`src/rtl/hc_sr04_dist_ascii.sv`:
```
// HC-SR04 distance to ASCII: sequential double-dabble into six decimal
// digits, streamed with optional CR LF over a valid/ready byte handshake.
module hc_sr04_dist_ascii #(
   parameter bit EOL_EN = 1'b1
) (
   input  logic        clk,
   input  logic        rstn,
   input  logic [18:0] data_i,
   input  logic        data_vld,
   output logic [7:0]  tx_data,
   output logic        tx_vld,
   input  logic        tx_rdy,
   output logic        busy
);

   typedef enum logic [1:0] {
      IDLE,
      CONV,
      SEND
   } state_t;

   localparam logic [2:0] LAST = EOL_EN ? 3'd7 : 3'd5;

   state_t      state;
   logic [18:0] bin;
   logic [18:0] pend_data;
   logic        pend;
   logic [23:0] bcd;
   logic [4:0]  cnt;
   logic [2:0]  idx;

   logic [23:0] bcd_adj;
   logic [23:0] bcd_nxt;
   logic        hs;

   function automatic logic [23:0] dabble(input logic [23:0] b);
      logic [23:0] r;
      r = b;
      for (int i = 0; i < 6; i++) begin
         if (b[4*i +: 4] >= 4'd5)
            r[4*i +: 4] = b[4*i +: 4] + 4'd3;
      end
      return r;
   endfunction

   // Digits are < 10, so 0x30 + digit is just {0x3, digit}.
   function automatic logic [7:0] ascii_of(
      input logic [2:0]  i,
      input logic [23:0] b
   );
      logic [7:0] r;
      r = 8'h00;
      unique case (i)
         3'd0: r = {4'h3, b[23:20]};
         3'd1: r = {4'h3, b[19:16]};
         3'd2: r = {4'h3, b[15:12]};
         3'd3: r = {4'h3, b[11:8]};
         3'd4: r = {4'h3, b[7:4]};
         3'd5: r = {4'h3, b[3:0]};
         3'd6: r = 8'h0D;
         3'd7: r = 8'h0A;
      endcase
      return r;
   endfunction

   assign bcd_adj = dabble(bcd);
   assign bcd_nxt = (bcd_adj << 1) | {23'd0, bin[18]};
   assign hs      = tx_vld & tx_rdy;
   assign busy    = (state != IDLE);

   always_ff @(posedge clk or negedge rstn) begin
      if (!rstn) begin
         state     <= IDLE;
         bin       <= '0;
         pend_data <= '0;
         pend      <= 1'b0;
         bcd       <= '0;
         cnt       <= '0;
         idx       <= '0;
         tx_data   <= 8'h00;
         tx_vld    <= 1'b0;
      end else begin
         unique case (state)
            IDLE: begin
               tx_vld <= 1'b0;
               if (data_vld) begin
                  bin   <= data_i;
                  bcd   <= '0;
                  cnt   <= '0;
                  state <= CONV;
               end
            end
            CONV: begin
               bcd <= bcd_nxt;
               bin <= bin << 1;
               cnt <= cnt + 5'd1;
               if (data_vld) begin
                  pend_data <= data_i;
                  pend      <= 1'b1;
               end
               if (cnt == 5'd18) begin
                  state   <= SEND;
                  idx     <= '0;
                  tx_vld  <= 1'b1;
                  tx_data <= ascii_of(3'd0, bcd_nxt);
               end
            end
            SEND: begin
               if (data_vld) begin
                  pend_data <= data_i;
                  pend      <= 1'b1;
               end
               if (hs) begin
                  if (idx == LAST) begin
                     tx_vld  <= 1'b0;
                     tx_data <= 8'h00;
                     bcd     <= '0;
                     cnt     <= '0;
                     idx     <= '0;
                     if (pend) begin
                        bin   <= pend_data;
                        pend  <= data_vld;
                        state <= CONV;
                     end else if (data_vld) begin
                        // Value arriving on the closing edge starts directly.
                        bin   <= data_i;
                        pend  <= 1'b0;
                        state <= CONV;
                     end else begin
                        state <= IDLE;
                     end
                  end else begin
                     idx     <= idx + 3'd1;
                     tx_data <= ascii_of(idx + 3'd1, bcd);
                  end
               end
            end
            default: begin
               state  <= IDLE;
               tx_vld <= 1'b0;
            end
         endcase
      end
   end

endmodule

```
`config.mk`:
```
export PLATFORM = sky130hd
export DESIGN_NAME = hc_sr04_dist_ascii
export DESIGN_NICKNAME = d
export VERILOG_FILES = /design/src/rtl/hc_sr04_dist_ascii.sv
export SDC_FILE = /design/constraint.sdc
export NUM_CORES = 1
export LEC_CHECK = 0
export BUFFER_PORTS_ARGS = -buffer_cell sky130_fd_sc_hd__buf_2
export CAP_MARGIN = 20
export CELL_PAD_IN_SITES_DETAIL_PLACEMENT = 1
export CELL_PAD_IN_SITES_GLOBAL_PLACEMENT = 2
export CORE_ASPECT_RATIO = 1.1
export CORE_UTILIZATION = 35
export DETAILED_ROUTE_END_ITERATION = 8
export PLACE_DENSITY_LB_ADDON = 0.1
export SYNTH_ARGS = -nofsm -noshare
export SYNTH_HDL_FRONTEND = slang
export SYNTH_SLANG_ARGS = --single-unit
```
`constraint.sdc`:
```
create_clock -name clk -period 1.97 [get_ports clk]
set_input_delay 0 -clock clk [delete_from_list [all_inputs] [get_ports clk]]
set_output_delay 0 -clock clk [all_outputs]
set_load 0.01 [all_outputs]
```
==> results of run 1 <==
==> where the power goes <==
group | internal, mW | leakage [nW] | switching [mW] | total (mW)
combinational | 1.50 | 1.14 | 2.09 | 3.59
sequential | 2.11 | 1.02 | 0.290 | 2.40
clock | 0.888 | 0.134 | 0.681 | 1.57
==> cells by family after synthesis <==
kind of cell / after synthesis / synth area share
other: 1 / 0.000844
adders and majority gates: 25 / 0.0704
DFF: 79 / 0.445
muxes: 23 / 0.0578
xor gates and xnor gates: 6 / 0.0118
AOI/OAI and AO/OA: 168 / 0.242
and+or+nand+nor: 116 / 0.115
buffers and inverters: 56 / 0.0564
==> state kept, by name, summed over array words and instances, names as in the netlist <==
signal / flops
tx_data: 5
pend_data: 19
state: 2
tx_vld: 1
bcd: 24
pend: 1
cnt: 5
bin: 19
idx: 3
==> metal layers <==
metal,vias up,wire (microns),GRT usage
li1,1804,-,-
met1,1869,5440,0.252
met2,38,6540,0.374
met3,14,239,0.0331
met4,0,182,0.0817
met5,-,0,0
==> worst max-delay path: cells and delay by family, from the launching register on <==
kind / cells / cell delay, ns
buf+inv: 2 / 0.25
fa+ha+maj: 1 / 0.21
compound gates: 4 / 0.87
flops: 1 / 0.39
==> how the worst max path moves through the flow <==
stage,from,cells after the start,slack (ns),to
floorplan,idx[0],7,0.04,tx_data[1]
global placement,idx[1],7,-0.005,tx_data[1]
global route,cnt[0],7,-0.02,state[0]
finish,idx[1],7,0.12,tx_data[0]
detailed placement,idx[1],7,-0.06,tx_data[1]
CTS,idx[1],7,0.02,tx_data[1]
==> cells in the final DEF, fill, tap and decap left out, drive strengths merged, types with 6 or more instances in the layout <==
cell / Yosys / final
xnor2: 6 / 6
mux2: 21 / 21
dfrtp: 79 / 79
clkbuf: 8 / 13
o21ai: 67 / 67
a22o: 20 / 20
nand2b: 10 / 10
nand2: 66 / 66
nor3: 9 / 9
dlygate4sd3: 0 / 20
buf: 19 / 54
ha: 25 / 25
a22oi: 19 / 19
inv: 29 / 29
nand3: 12 / 12
o31ai: 8 / 8
nor2: 12 / 12
a21oi: 29 / 29
==> final cells by class <==
type	count	area share
multi-input cells	340	0.424
flip-flops and latches	79	0.364
repair buffers	74	0.107
clock buffers	13	0.0460
well taps	154	0.0354
inverters	29	0.0200
clock inverters	3	0.00345
==> cells in the mapped netlist, drive strengths merged <==
cell type,n
nor2b,1
nand2,66
o21a,2
mux2i,2
mux2,21
or3,1
conb,1
a221o,1
a21o,2
o31ai,8
and3,1
clkbuf,8
o21ai,67
a32oi,1
o22ai,4
dfrtp,79
nand2b,10
nand3,12
a221oi,3
o22a,3
a22o,20
xnor2,6
inv,29
o21ba,1
or2,1
ha,25
a21oi,29
o221ai,2
nor3,9
a222oi,1
a31oi,4
o32ai,1
buf,19
a22oi,19
nor4,1
and2,2
nor2,12
==> metrics by stage <==
step / power, mW / TNS [ns] / utilization / hold slack (ns)
after CTS: 7.61 / 0 / 0.439 / 0.0153
after floorplan: 4.69 / 0 / - / -0.296
after detailed placement: 5.97 / -0.0825 / 0.400 / -0.0715
after global placement: 5.88 / -0.00520 / 0.400 / -0.0719
after global routing: 8.14 / -0.0182 / 0.446 / 0.0609
final: 7.57 / 0 / 0.446 / 0.0163
==> repair_timing <==
action | 4_1_cts | 5_1_grt
setup endpoints to repair | 5 | 27
pin swaps | 0 | 3
hold endpoints to repair | 113 | 0
hold buffers | 20 | 0
resized for setup | 3 | 13
==> metrics, run 1 <==
Nets 581; Syn Area/Cell around 9.4 sq um; Crit-path slowest cell dfrtp_1; initial antenna violation count 0; reg2reg path depth 7; Tmin final 1.85 ns; Root Driver clkbuf_16; PortBufs 30; RR Startpoint idx[1]; Initial Utilization 0.364; worst setup slack after layout between 0.1 and 0.15 ns; clk_skew approximately 0.0060 ns; Syn Std Cell Area 0.00444 sq mm; drt drc 0; drt wl/cell 17.9 microns; vias per cell 5.38; gr usage total 0.211; Critical Path Source Type register; GRT Residual Overflow 0; MaxCap Viol Count 0; Worst Path Arrival 2.07 ns; register area share after synthesis 0.445; Finished Layout Cells just under 700; critical path fanouts, max 6; CP Cell Sequence buf_4 -> inv_1 -> ha_4 -> a222oi_1 -> o22ai_1 -> a31oi_1 -> a21oi_1; vias in the first global route 4108; Initial DRC Count 176; Finished Cell Area about 0.0054 sq mm; Top Ports 33; largest net degree at the start of global routing 58; dpl ws -0.0600 ns; fillcell total 1436; Antenna diodes 0; Syn-to-layout area delta 22.5%; clock tree sinks 79; CTS clock-pin slew for the worst setup and hold paths ~0.06 ns; DP Cell Count 656; row cnt 42; hold depth 4; min-delay src tx_rdy; H-tree level count 3; gpl congestion 0.774; fraction of layout cells with a size suffix above 1 0.199; RSZ-0062 raised after global routing true; Post-DRT Antenna Nets 0; number of buffers added for setup after CTS 0; CTS tree done; final setup fails 0; Leak 2.29 nW; Detail Placement HPWL approximately 8.4 mm; status finished, final reports clean; die height 120 microns; Reg-to-Reg End tx_data[0]; Max Clk Rate 542 MHz; Synth Instances between 400 and 500; Die W approximately 110 microns; Pwr Density 1390 mW/mm^2; CTS max path bufs 2; Min-Delay Path Class input port to register; FF/Latch Area 0.00198 sq mm; worst skew pair latency 0.34 ns; multi-input logic area 0.00231 sq mm; DR vias 3725; Synth Register Bits 79; WP data required 2.20 ns; Setup CP Type register to register; dpl cell area 0.00488 sq mm; post-synth top area cell dfrtp_1; first-pass GRT wire length between 20 and 25 mm; Final Hold Fails 0; drt pass-1 iters 5; Worst R2R Setup Slack 0.12 ns; Peak supply drop 0.000710 V; max-slew violations 0; Core ar. 0.0122 sq mm; CP max stage delay 0.39 ns; synth unique cells 46; top post-synthesis cells by area dfrtp_1, ha_1, nand2_1, mux2_2, a22o_1; top cell type's share of synthesized area 0.445; Min-Delay Endpoint tx_vld; Synthesis Warnings 0; crit share post-route 0.937; Crit. End Element register; die area 0.0131 sq mm; drt total wl 12.4 mm; CTS buffer count 9
Note: power is estimated with default switching activity, not from simulation.
==> run 2: changes to the inputs <==
Settings changed: REMOVE_ABC_BUFFERS from default to 1.
==> run 2 against run 1 <==
Hold slack got worse by 0.0054 ns. Sequential power about the same. Clock skew increased by 0.0015 ns.
==> metrics, run 2 (synthesis results as in run 1) <==
number of buffers added for setup after CTS 0 (unchanged); DR vias 3747 (+0.59%); CTS clock-pin slew for the worst setup and hold paths 0.06 ns (about the same); Final Hold Fails 0 (unchanged); GRT Residual Overflow 0 (unchanged); RSZ-0062 raised after global routing true; initial antenna violation count 0 (unchanged); Syn-to-layout area delta 23.3%; first-pass GRT wire length 20.3 mm (-3.5%); Nets 582 (+0.17%); FF/Latch Area 0.00198 sq mm (unchanged); status finished, final reports clean; drt total wl 12.1 mm (-2.5%); drt pass-1 iters 4 (-1); critical path fanouts, max 7 (+1); clock tree sinks 79 (unchanged); Crit. End Element register; CTS max path bufs 2 (unchanged); Die W 109 microns (unchanged); Largest register FFs 24 (unchanged); Root Driver clkbuf_16; Detail Placement HPWL 8.28 mm (-1.8%); Critical Path Source Type register; gr usage total 0.204 (-0.00739); Max Clk Rate 530 MHz (-2.2%); Top Ports 33 (unchanged); Initial DRC Count 95 (-46%); fillcell total 1390 (-3.2%); Min-Delay Path Class input port to register; CP max stage delay 0.39 ns (about the same); most common cell after layout, fill and taps aside dfrtp_1; clk_skew 0.00755 ns (+0.00152 ns); Final Power 7.67 mW (+1.3%); CTS buffer count 9 (unchanged); Crit-path slowest cell dfrtp_1; vias per cell 5.41 (+0.45%); Setup CP Type register to register; commonest non-fill, non-tap cells in the layout dfrtp_1, nand2_1, o21ai_1; most used cell, CP o221ai_1; Initial Utilization 0.364 (unchanged); largest net degree at the start of global routing 40 (-31%); drt drc 0 (unchanged); Worst Path Arrival 2.11 ns (+0.04 ns); WP data required 2.19 ns (about the same); Peak supply drop 0.000717 V (+1.0%); Tmin final 1.89 ns (+0.0407 ns); CP Cell Sequence buf_4 -> inv_1 -> ha_4 -> a221oi_1 -> o221ai_1 -> o221ai_1 -> a31oi_1; biggest regs bcd (24), bin (19), pend_data (19); max-slew violations 0 (unchanged); Fin Hold WS 0.0109 ns (-0.00539 ns); worst skew pair latency 0.34 ns (about the same); drt wl/cell 17.5 microns (-2.6%); fraction of layout cells with a size suffix above 1 0.204 (+0.00520); Antenna diodes 0 (unchanged); row cnt 42 (unchanged); vias in the first global route 4015 (-2.3%); dpl ws 0.0384 ns (+0.0985 ns); Pwr Density 1400 mW/mm^2 (+0.65%); Core ar. 0.0122 sq mm (unchanged); crit share post-route 0.957 (+0.0206); RR Startpoint idx[0]; final setup fails 0 (unchanged); CTS tree done; worst setup slack after layout 0.0840 ns (-0.0407 ns); MaxCap Viol Count 0 (unchanged); die area 0.0131 sq mm (unchanged); H-tree level count 3 (unchanged); final core occ 0.449 (+0.00308); die height 120 microns (unchanged); gpl congestion 0.757 (-2.3%); min-delay src tx_rdy; Leak 2.30 nW (+0.56%); PortBufs 30 (unchanged); Most flops, register bcd; Critical Path Start idx[0]; multi-input logic area 0.00230 sq mm (-0.16%); Post-DRT Antenna Nets 0 (unchanged)
==> run 2: cell types whose count changed in the layout (fill, tap and decap cells not counted), sizes merged <==
cell      delta
buf          +1
bufinv       +1
clkbuf       -3
clkinvlp     +2
==> run 2: power by group <==
group / leakage (nW) / internal [mW] / total, mW / switching [mW]
Combinational: 1.14 / 1.50 / 3.57 / 2.06
Sequential: 1.02 / 2.11 / 2.41 / 0.296
Clock: 0.144 / 1.01 / 1.69 / 0.684
==> run 2: path summary, 6_finish.rpt <==
| path | cells past startpoint | end | slack, ns |
|---|---|---|---|
| max in group asynchronous | 3 | pend_data[0] | 1.22 |
| hold reg to reg | 2 | bin[2] | 0.49 |
| hold / removal | 4 | tx_vld | 0.01 |
| setup / recovery | 7 | tx_data[3] | 0.08 |
| min in group asynchronous | 2 | bcd[12] | 0.14 |
| setup reg to reg | 7 | tx_data[3] | 0.08 |
==> run 2: layer usage <==
metal  GRT usage  vias to the layer above  part of all wire
li1            -                     1804                 -
met1       0.247                     1893              0.44
met2       0.359                       37              0.53
met3      0.0272                       13             0.016
met4      0.0808                        0             0.017
met5           0                        -                 0
==> run 2: what timing repair did <==
item	CTS	global route
hold endpoints to repair	97	0
hold buffers	20	0
resized for setup	0	16
endpoints found under the setup margin	0	23
==> run 2: final cells by class <==
| cell class | count | share of cell area |
|---|---|---|
| Multi-Input combinational cell | 340 | 0.421 |
| Clock inverter | 6 | 0.0110 |
| Timing Repair Buffer | 75 | 0.109 |
| Tap cell | 154 | 0.0352 |
| Clock buffer | 10 | 0.0436 |
| Inverter | 29 | 0.0199 |
| Sequential cell | 79 | 0.361 |
==> run 2: stage by stage <==
stage / area [sq um] / setup TNS [ns] / instances
2_1_floorplan: 4300 / -7.31 / 448
3_3_place_gp: 4890 / 0 / 657
3_5_place_dp: 4890 / 0 / 657
4_1_cts: 5390 / 0 / 693
5_1_grt: 5480 / -0.0580 / 693
6_report: 5480 / 0 / 693
==> run 2: critical path: cells and delay by family (launching register included) <==
kind                       cells  cell delay [ns]
AOI/OAI and AO/OA              4             0.88
adders and majority gates      1             0.21
buffers and inverters          2             0.28
DFF                            1             0.39
